[src/rtl/cpu_pkg.sv]
// Shared types for the RAM arbiter: FSM states and requester ids.
package cpu_pkg;

  typedef enum logic [1:0] {IDLE, ACCESS, RESP} arb_state_t;
  typedef enum logic [1:0] {REQ_NONE, REQ_LD, REQ_DT, REQ_IF} req_id_t;

  // Wide enough for MAX_CONSEC up to 15.
  localparam int CONSEC_W = 4;

endpackage

[src/rtl/arb_pick.sv]
// Fixed-priority pick loader > data > fetch; starve lets a waiting fetch beat data.
// Purely combinational, no backpressure of its own.
module arb_pick
  import cpu_pkg::*;
(
  input  logic    ld_req,
  input  logic    dt_req,
  input  logic    if_req,
  input  logic    starve,
  output req_id_t pick
);

  always_comb begin
    pick = REQ_NONE;
    if (ld_req) begin
      pick = REQ_LD;
    end else if (dt_req && !(if_req && starve)) begin
      pick = REQ_DT;
    end else if (if_req) begin
      pick = REQ_IF;
    end
  end

endmodule

[src/rtl/mem_arbiter.sv]
// Serialises loader/data/fetch onto one synchronous RAM port, one access at a time.
// Read: gnt +1, rvalid +2, idle +3 cycles; write: gnt +1, idle +2; losers wait with req held.
module mem_arbiter
  import cpu_pkg::*;
#(
  parameter int ADDR_W     = 16,
  parameter int DATA_W     = 8,
  parameter int MAX_CONSEC = 3
) (
  input  logic              clk,
  input  logic              rst,
  input  logic              ld_req,
  input  logic              dt_req,
  input  logic              if_req,
  input  logic              ld_we,
  input  logic              dt_we,
  input  logic [ADDR_W-1:0] ld_addr,
  input  logic [ADDR_W-1:0] dt_addr,
  input  logic [ADDR_W-1:0] if_addr,
  input  logic [DATA_W-1:0] ld_wdata,
  input  logic [DATA_W-1:0] dt_wdata,
  output logic              ld_gnt,
  output logic              dt_gnt,
  output logic              if_gnt,
  output logic              ld_rvalid,
  output logic              dt_rvalid,
  output logic              if_rvalid,
  output logic [DATA_W-1:0] rdata,
  output logic              mem_en,
  output logic              mem_we,
  output logic [ADDR_W-1:0] mem_addr,
  output logic [DATA_W-1:0] mem_wdata,
  input  logic [DATA_W-1:0] mem_rdata,
  output logic              cpu_stall
);

  localparam logic [CONSEC_W-1:0] MAX_C = CONSEC_W'(MAX_CONSEC);

  arb_state_t          state;
  arb_state_t          state_nxt;
  req_id_t             pick;
  req_id_t             win;
  logic                lat_we;
  logic [ADDR_W-1:0]   lat_addr;
  logic [DATA_W-1:0]   lat_wdata;
  logic [CONSEC_W-1:0] consec;
  logic                starve;
  logic                take;

  assign starve = (consec == MAX_C);
  assign take   = (state == IDLE) && (pick != REQ_NONE);

  arb_pick u_pick (
    .ld_req (ld_req),
    .dt_req (dt_req),
    .if_req (if_req),
    .starve (starve),
    .pick   (pick)
  );

  always_ff @(posedge clk) begin
    if (rst) begin
      state <= IDLE;
    end else begin
      state <= state_nxt;
    end
  end

  always_ff @(posedge clk) begin
    if (rst) begin
      win       <= REQ_NONE;
      lat_we    <= 1'b0;
      lat_addr  <= '0;
      lat_wdata <= '0;
      consec    <= '0;
    end else if (take) begin
      win <= pick;
      case (pick)
        REQ_LD: begin
          lat_we    <= ld_we;
          lat_addr  <= ld_addr;
          lat_wdata <= ld_wdata;
        end
        REQ_DT: begin
          lat_we    <= dt_we;
          lat_addr  <= dt_addr;
          lat_wdata <= dt_wdata;
          // Only data grants taken over a waiting fetch count toward the guard.
          if (if_req) begin
            consec <= starve ? consec : consec + CONSEC_W'(1);
          end else begin
            consec <= '0;
          end
        end
        REQ_IF: begin
          lat_we    <= 1'b0;
          lat_addr  <= if_addr;
          lat_wdata <= '0;
          consec    <= '0;
        end
        default: ;
      endcase
    end
  end

  always_comb begin
    state_nxt = state;
    ld_gnt    = 1'b0;
    dt_gnt    = 1'b0;
    if_gnt    = 1'b0;
    ld_rvalid = 1'b0;
    dt_rvalid = 1'b0;
    if_rvalid = 1'b0;
    mem_en    = 1'b0;
    mem_we    = 1'b0;
    rdata     = '0;
    case (state)
      IDLE: begin
        if (pick != REQ_NONE) state_nxt = ACCESS;
      end
      ACCESS: begin
        mem_en    = 1'b1;
        mem_we    = lat_we;
        ld_gnt    = (win == REQ_LD);
        dt_gnt    = (win == REQ_DT);
        if_gnt    = (win == REQ_IF);
        state_nxt = lat_we ? IDLE : RESP;
      end
      RESP: begin
        ld_rvalid = (win == REQ_LD);
        dt_rvalid = (win == REQ_DT);
        if_rvalid = (win == REQ_IF);
        rdata     = mem_rdata;
        state_nxt = IDLE;
      end
      default: state_nxt = IDLE;
    endcase
  end

  assign mem_addr  = lat_addr;
  assign mem_wdata = lat_wdata;
  assign cpu_stall = (dt_req && !dt_gnt) || (if_req && !if_gnt);

endmodule

[config.mk]
export PLATFORM = sky130hd
export DESIGN_NAME = mem_arbiter
export DESIGN_NICKNAME = d
export VERILOG_FILES = /design/src/rtl/cpu_pkg.sv /design/src/rtl/arb_pick.sv /design/src/rtl/mem_arbiter.sv
export SDC_FILE = /design/constraint.sdc
export NUM_CORES = 1
export LEC_CHECK = 0
export CORE_MARGIN = 2
export CORE_UTILIZATION = 55
export DETAILED_ROUTE_END_ITERATION = 10
export DONT_BUFFER_PORTS = 1
export PLACE_DENSITY = 0.8
export RECOVER_POWER = 100
export SLEW_MARGIN = 20
export SYNTH_ARGS = -nofsm -noshare
export SYNTH_HDL_FRONTEND = slang
export SYNTH_SLANG_ARGS = --single-unit
export TNS_END_PERCENT = 20
[constraint.sdc]
create_clock -name clk -period 2.4 [get_ports clk]
set_clock_uncertainty 0.2 [all_clocks]
set_input_delay 0.48 -clock clk [delete_from_list [all_inputs] [get_ports clk]]
set_output_delay 0.48 -clock clk [all_outputs]
set_load 0.03 [all_outputs]
==> results.yml, run 1 <==
global_routing:
  overflow: 0
  grt_pass1_wl_mm: 7.824
  gr-usage-all-layers: 0.2426
  first_global_vias: 1667
  grt_max_degree: 38
  antenna_found_initial: 0
final_layout:
  layout_commonest_cell: "dfxtp_1"
  drive_above_1_share: 0.2009
  seq_area_sq_um: 660.6
  fillers: 330
  area_growth_pct: 5.875
  num_antenna_cells: 0
  final_cell_mix: "dfxtp_1, nand2_1, o21ai_0, nand3b_1, a211oi_1"
  nets: 313
  multi_input_area_sq_mm: 0.001190
hold_path:
  min_to: "mem_addr[6]"
  min_from: "rst"
  hold_path_class: "input port to flop"
  min_path_cells: 1
setup_path:
  crit_type: "flop to output pin"
  reg2reg_from: "consec[0]"
  cpPeakStageDelay_ps: 440
  critPathRequiredTime_ps: 1720
  r2r-end: "mem_addr[4]"
  rr_worst_depth: 5
  critPathLaunchType: "flop"
  path_max_fanout: 11
  regToRegSetupSlack_ps: 290
  path_cells: "nor2b_2 -> and2_0"
  cp_data_arrival_time_ps: 1530
  cp_num_buf_inv: 0
  crit_path_top_delay_cell: "and2_0"
  worstSetupEndpointType: "output pin"
  cp_top_family: "simple AND/OR/NAND/NOR gates"
floorplan:
  dieArea_sq_mm: 0.004097
  die-width_um: 64.01
  dieHeight_um: 64.01
  core_area_sq_mm: 0.003390
  row_count: 21
  initial_core_util: 0.5843
  io_pins: 120
power:
  switching_share: 0.3559
  p_seq_frac: 0.514
  ir_drop_mv: 0.4591
  clockPowerShare: 0.293
  intPower_mw: 0.9390
  fin_total_pwr_mw: 1.458
  pwr_density_cell_mw_per_mm2: 695.2
  p_leak_nw: 0.7226
  pwr-share-comb: 0.193
  p_switching_mw: 0.5188
drt:
  drc: 0
  wl_per_cell_um: 17.84
  wl_mm: 4.994
  first_pass_iters: 4
  initialDrtViolationCount: 43
  vias_per_cell: 6.432
  num_vias: 1801
  ant_nets: 0
clock_network:
  h-tree-depth: 2
  root_buffer: "clkbuf_4"
  clock_latency_ps: 340
  clockBufferDepth: 2
  cts.sinks: 33
  numCtsBuffers: 5
  cts.clk_slew.worst_paths_ps: 120
  cts_setup_buffers: 0
  cts_tree: "built"
yosys:
  ys_seq_elements: 33
  synth_nets: 315
  synth_top_area_cell: "dfxtp_1"
  synth_area_leaders: "dfxtp_1, a211oi_1, nand3b_1"
  async_flop_share: 0
  ys.flop_type: "dfxtp_1"
  syn_area_per_cell_sq_um: 8.428
  synthesis.area_sq_mm: 0.001981
  yosys_warnings: 0
  seq_area_frac_synth: 0.3335
  syn_inst: 235
  synth.distinct_cells: 40
  synth-edff-count: 0
  yosysTopAreaCellShare: 0.3335
sta:
  min_period_ps: 2213
  drv_slew: 0
  setup_viol: 0
  timing.final.crit_share: 0.9220
  finalSetupTns_ps: 0
  max_freq_mhz: 451.9
  worst_pin_slew_ps: 768.2
  relSlewSlack: 0.4879
  rsz0062_at_grt: "no"
  hold_viol: 0
placement:
  gp_congestion: 0.7562
  dp_hpwl_mm: 3.443
  port_buffers: 0
outcome:
  run_status: "complete, no violations"
job:
  cap_violations: 0
sequential cells by signal, summed over array words and instances (netlist names):
register,flops
mem_addr,16
mem_wdata,8
consec,4
win,2
lat_we,1
state,2
stage by stage:
stage | cells | hold slack [ps] | cell area, sq um | setup WS (ps) | utilization
floorplan | 235 | 213.2 | 1983 | 46.00 | -
global placement | 270 | 225.7 | 2003 | 377.7 | 0.5910
detailed placement | 270 | 226.4 | 2003 | 310.5 | 0.5910
CTS | 279 | 6.279 | 2097 | 91.30 | 0.6187
global route | 280 | 0.1741 | 2097 | 51.31 | 0.6187
finish | 280 | 23.11 | 2097 | 187.3 | 0.6187
cells in the mapped netlist (2+ instances only):
cell type and n:
a21oi_1 8, nor3_1 9, a211oi_1 17, o31ai_2 10, nand2_1 21, nand3b_1 17
dfxtp_1 33, o21ai_0 16, nor3b_1 2, and3_1 2, clkbuf_1 11, a221oi_1 9
a21oi_2 10, nor2_1 15, and2_1 9, inv_1 4, a31oi_1 2, nand4_1 2
and3b_1 2, nor2b_1 2, buf_2 8, o31ai_1 7, nand3_1 2
layer usage:
metal,global-route usage,share of wire,up-vias
li1,-,-,879
met1,0.2766,0.42,833
met2,0.4115,0.48,85
met3,0.1039,0.094,4
met4,0.06793,0.0064,0
met5,0,0,-
cells by family after synthesis:
group,share of synthesized area
compound gates,0.3519
buf+inv,0.06823
simple gates,0.2400
fa+ha+maj,0.006316
flops,0.3335
power groups by stage:
stage / logic, mW / clock network (mW) / registers [mW]
6_report: 0.281 / 0.427 / 0.750
4_1_cts: 0.280 / 0.436 / 0.750
2_1_floorplan: 0.241 / 0 / 0.750
3_5_place_dp: 0.275 / 0 / 0.762
3_3_place_gp: 0.267 / 0 / 0.762
5_1_grt: 0.312 / 0.466 / 0.757
repair_timing:
action / in CTS / in global routing
endpoints found under the setup margin: 0 / 11
hold buffers: 1 / 1
gates resized for setup: 0 / 1
hold endpoints to repair: 15 / 8
worst max path at each step:
stage | from | to | slack [ps] | cells past startpoint
after floorplan | state[0] | cpu_stall | 50 | 4
after global placement | consec[0] | mem_addr[15] | 380 | 5
after detailed placement | consec[0] | mem_addr[2] | 310 | 5
after CTS | state[1] | if_rvalid | 90 | 2
after global routing | state[1] | rdata[5] | 50 | 2
final | state[1] | rdata[4] | 190 | 2
cell type report:
cell class	count	share of cell area
multi-input cells	176	0.5674
inverters	4	0.007160
clock buffers	5	0.01790
clock inverters	3	0.02208
repair buffers	13	0.04296
flip-flops and latches	33	0.3150
well taps	46	0.02745
No activity file was read; power rests on OpenSTA's default activity.
==> inputs of run 2 (changes only) <==
==> constraint.sdc (replaced) <==
create_clock -name clk -period 2.4 [get_ports clk]
set_clock_uncertainty 0.2 [all_clocks]
set_input_delay 0.24 -clock clk [delete_from_list [all_inputs] [get_ports clk]]
set_output_delay 0.24 -clock clk [all_outputs]
set_load 0.03 [all_outputs]
==> results.yml, run 2 (synthesized netlist as in run 1, its figures left out) <==
final_layout:
  fillers: 221
  drive_above_1_share: 0.1154
  area_growth_pct: 30.07
  final_cell_mix: "dlygate4sd3_1, dfxtp_1, nand2_1"
  instances_no_fill: 333
  nets: 365
  final_util: 0.7601
  layout_commonest_cell: "dlygate4sd3_1"
  largest_reg_flops: 16
sta:
  drv_slew: 0
  hold_viol: 0
  finalSetupTns_ps: 0
  relSlewSlack: 0.5471
  finalWorstSetupSlack_ps: 187.1
  max_freq_mhz: 451.9
  setup_viol: 0
  rsz0062_at_grt: "no"
  timing.final.crit_share: 0.9220
  worst_pin_slew_ps: 677.6
  min_period_ps: 2213
clock_network:
  numCtsBuffers: 5
  cts_tree: "built"
  cts_setup_buffers: 0
  clock_latency_ps: 350
  clockBufferDepth: 2
  cts.sinks: 33
  root_buffer: "clkbuf_4"
  cts.clk_slew.worst_paths_ps: 110
  h-tree-depth: 2
global_routing:
  met3_usage: 0.1004
  met1_usage: 0.3776
  grt_max_degree: 52
  grt_pass1_wl_mm: 10.35
  gr-usage-all-layers: 0.3271
  antenna_found_initial: 1
  use_met2: 0.5482
  first_global_vias: 2081
  grt_most_used_layer: "met2"
  overflow: 0
job:
  cap_violations: 0
drt:
  wl_per_cell_um: 19.77
  initialDrtViolationCount: 126
  num_vias: 2131
  first_pass_iters: 5
  wl_mm: 6.582
  ant_nets: 0
  vias_per_cell: 6.399
  drc: 0
placement:
  dpl.cell_count: 268
  place_ws_ps: 243.0
  port_buffers: 0
  dp_hpwl_mm: 3.390
  gp_congestion: 0.7780
power:
  pwr_density_cell_mw_per_mm2: 564.7
  fin_total_pwr_mw: 1.455
  ir_drop_mv: 0.3720
  p_leak_nw: 0.9198
floorplan:
  die-width_um: 64.01
  row_count: 21
  dieHeight_um: 64.01
  dieArea_sq_mm: 0.004097
  core_area_sq_mm: 0.003390
  initial_core_util: 0.5843
  io_pins: 120
setup_path:
  worstSetupEndpointType: "flop"
  cpPeakStageDelay_ps: 660
  path_cells: "ha_1 -> or3b_2 -> a21oi_1 -> a211oi_1 -> o31ai_1"
  path_max_fanout: 16
  critPathRequiredTime_ps: 2440
  cp_data_arrival_time_ps: 2250
  crit_path_top_delay_cell: "or3b_2"
  rr_worst_depth: 5
  crit_type: "flop to flop"
  critPathLaunchType: "flop"
outcome:
  run_status: "complete, no violations"
hold_path:
  hold_path_class: "input port to flop"
  min_path_cells: 2
==> run 2: routing by layer <==
metal  vias to the layer above  share of wire
li1                        981              -
met1                       968           0.37
met2                       154           0.50
met3                        28          0.091
met4                         0          0.036
met5                         -              0
==> run 2: timing repair <==
action | CTS | global route
hold buffers | 56 | 0
setup endpoints to repair | 0 | 1
endpoints found under the hold margin | 33 | 0
gates resized for setup | 0 | 1
==> run 2: layout make-up <==
| type | count | area [sq um] | area share |
|---|---|---|---|
| Multi-Input combinational cell | 176 | 1162 | 0.4512 |
| Inverter | 4 | 15.01 | 0.005828 |
| Clock buffer | 5 | 37.54 | 0.01457 |
| Clock inverter | 3 | 17.52 | 0.006799 |
| Antenna cell | 1 | 2.502 | 0.0009713 |
| Timing Repair Buffer | 65 | 623.1 | 0.2419 |
| Tap cell | 46 | 57.56 | 0.02234 |
| Sequential cell | 33 | 660.6 | 0.2564 |
==> run 2: final timing paths <==
| kind | start | to | slack [ps] |
|---|---|---|---|
| worst min register to register | lat_we | state[1] | 300 |
| worst max-delay path | consec[0] | mem_addr[3] | 190 |
| worst min-delay path | dt_req | consec[3] | 10 |
| worst max register to register | consec[0] | mem_addr[3] | 190 |
==> run 2: per-stage QoR <==
step,instance area [sq um],hold slack [ps]
global placement,1986,116.0
global route,2576,13.65
detailed placement,1986,119.2
finish,2576,10.55
CTS,2611,0.9408
floorplan,1981,213.2
==> run 2: worst max-delay path, delay by kind of cell (launching register included) <==
family                   cells  cell delay (ps)
AO/OA/AOI/OAI                3              680
adder cells (fa/ha/maj)      1              190
flip-flops                   1              380
AND/OR/NAND/NOR              1              660
==> run 2: where the power goes <==
| group | internal [mW] | switching (mW) |
|---|---|---|
| logic | 0.169 | 0.210 |
| registers | 0.607 | 0.147 |
| clock network | 0.110 | 0.211 |
| total | 0.887 | 0.568 |
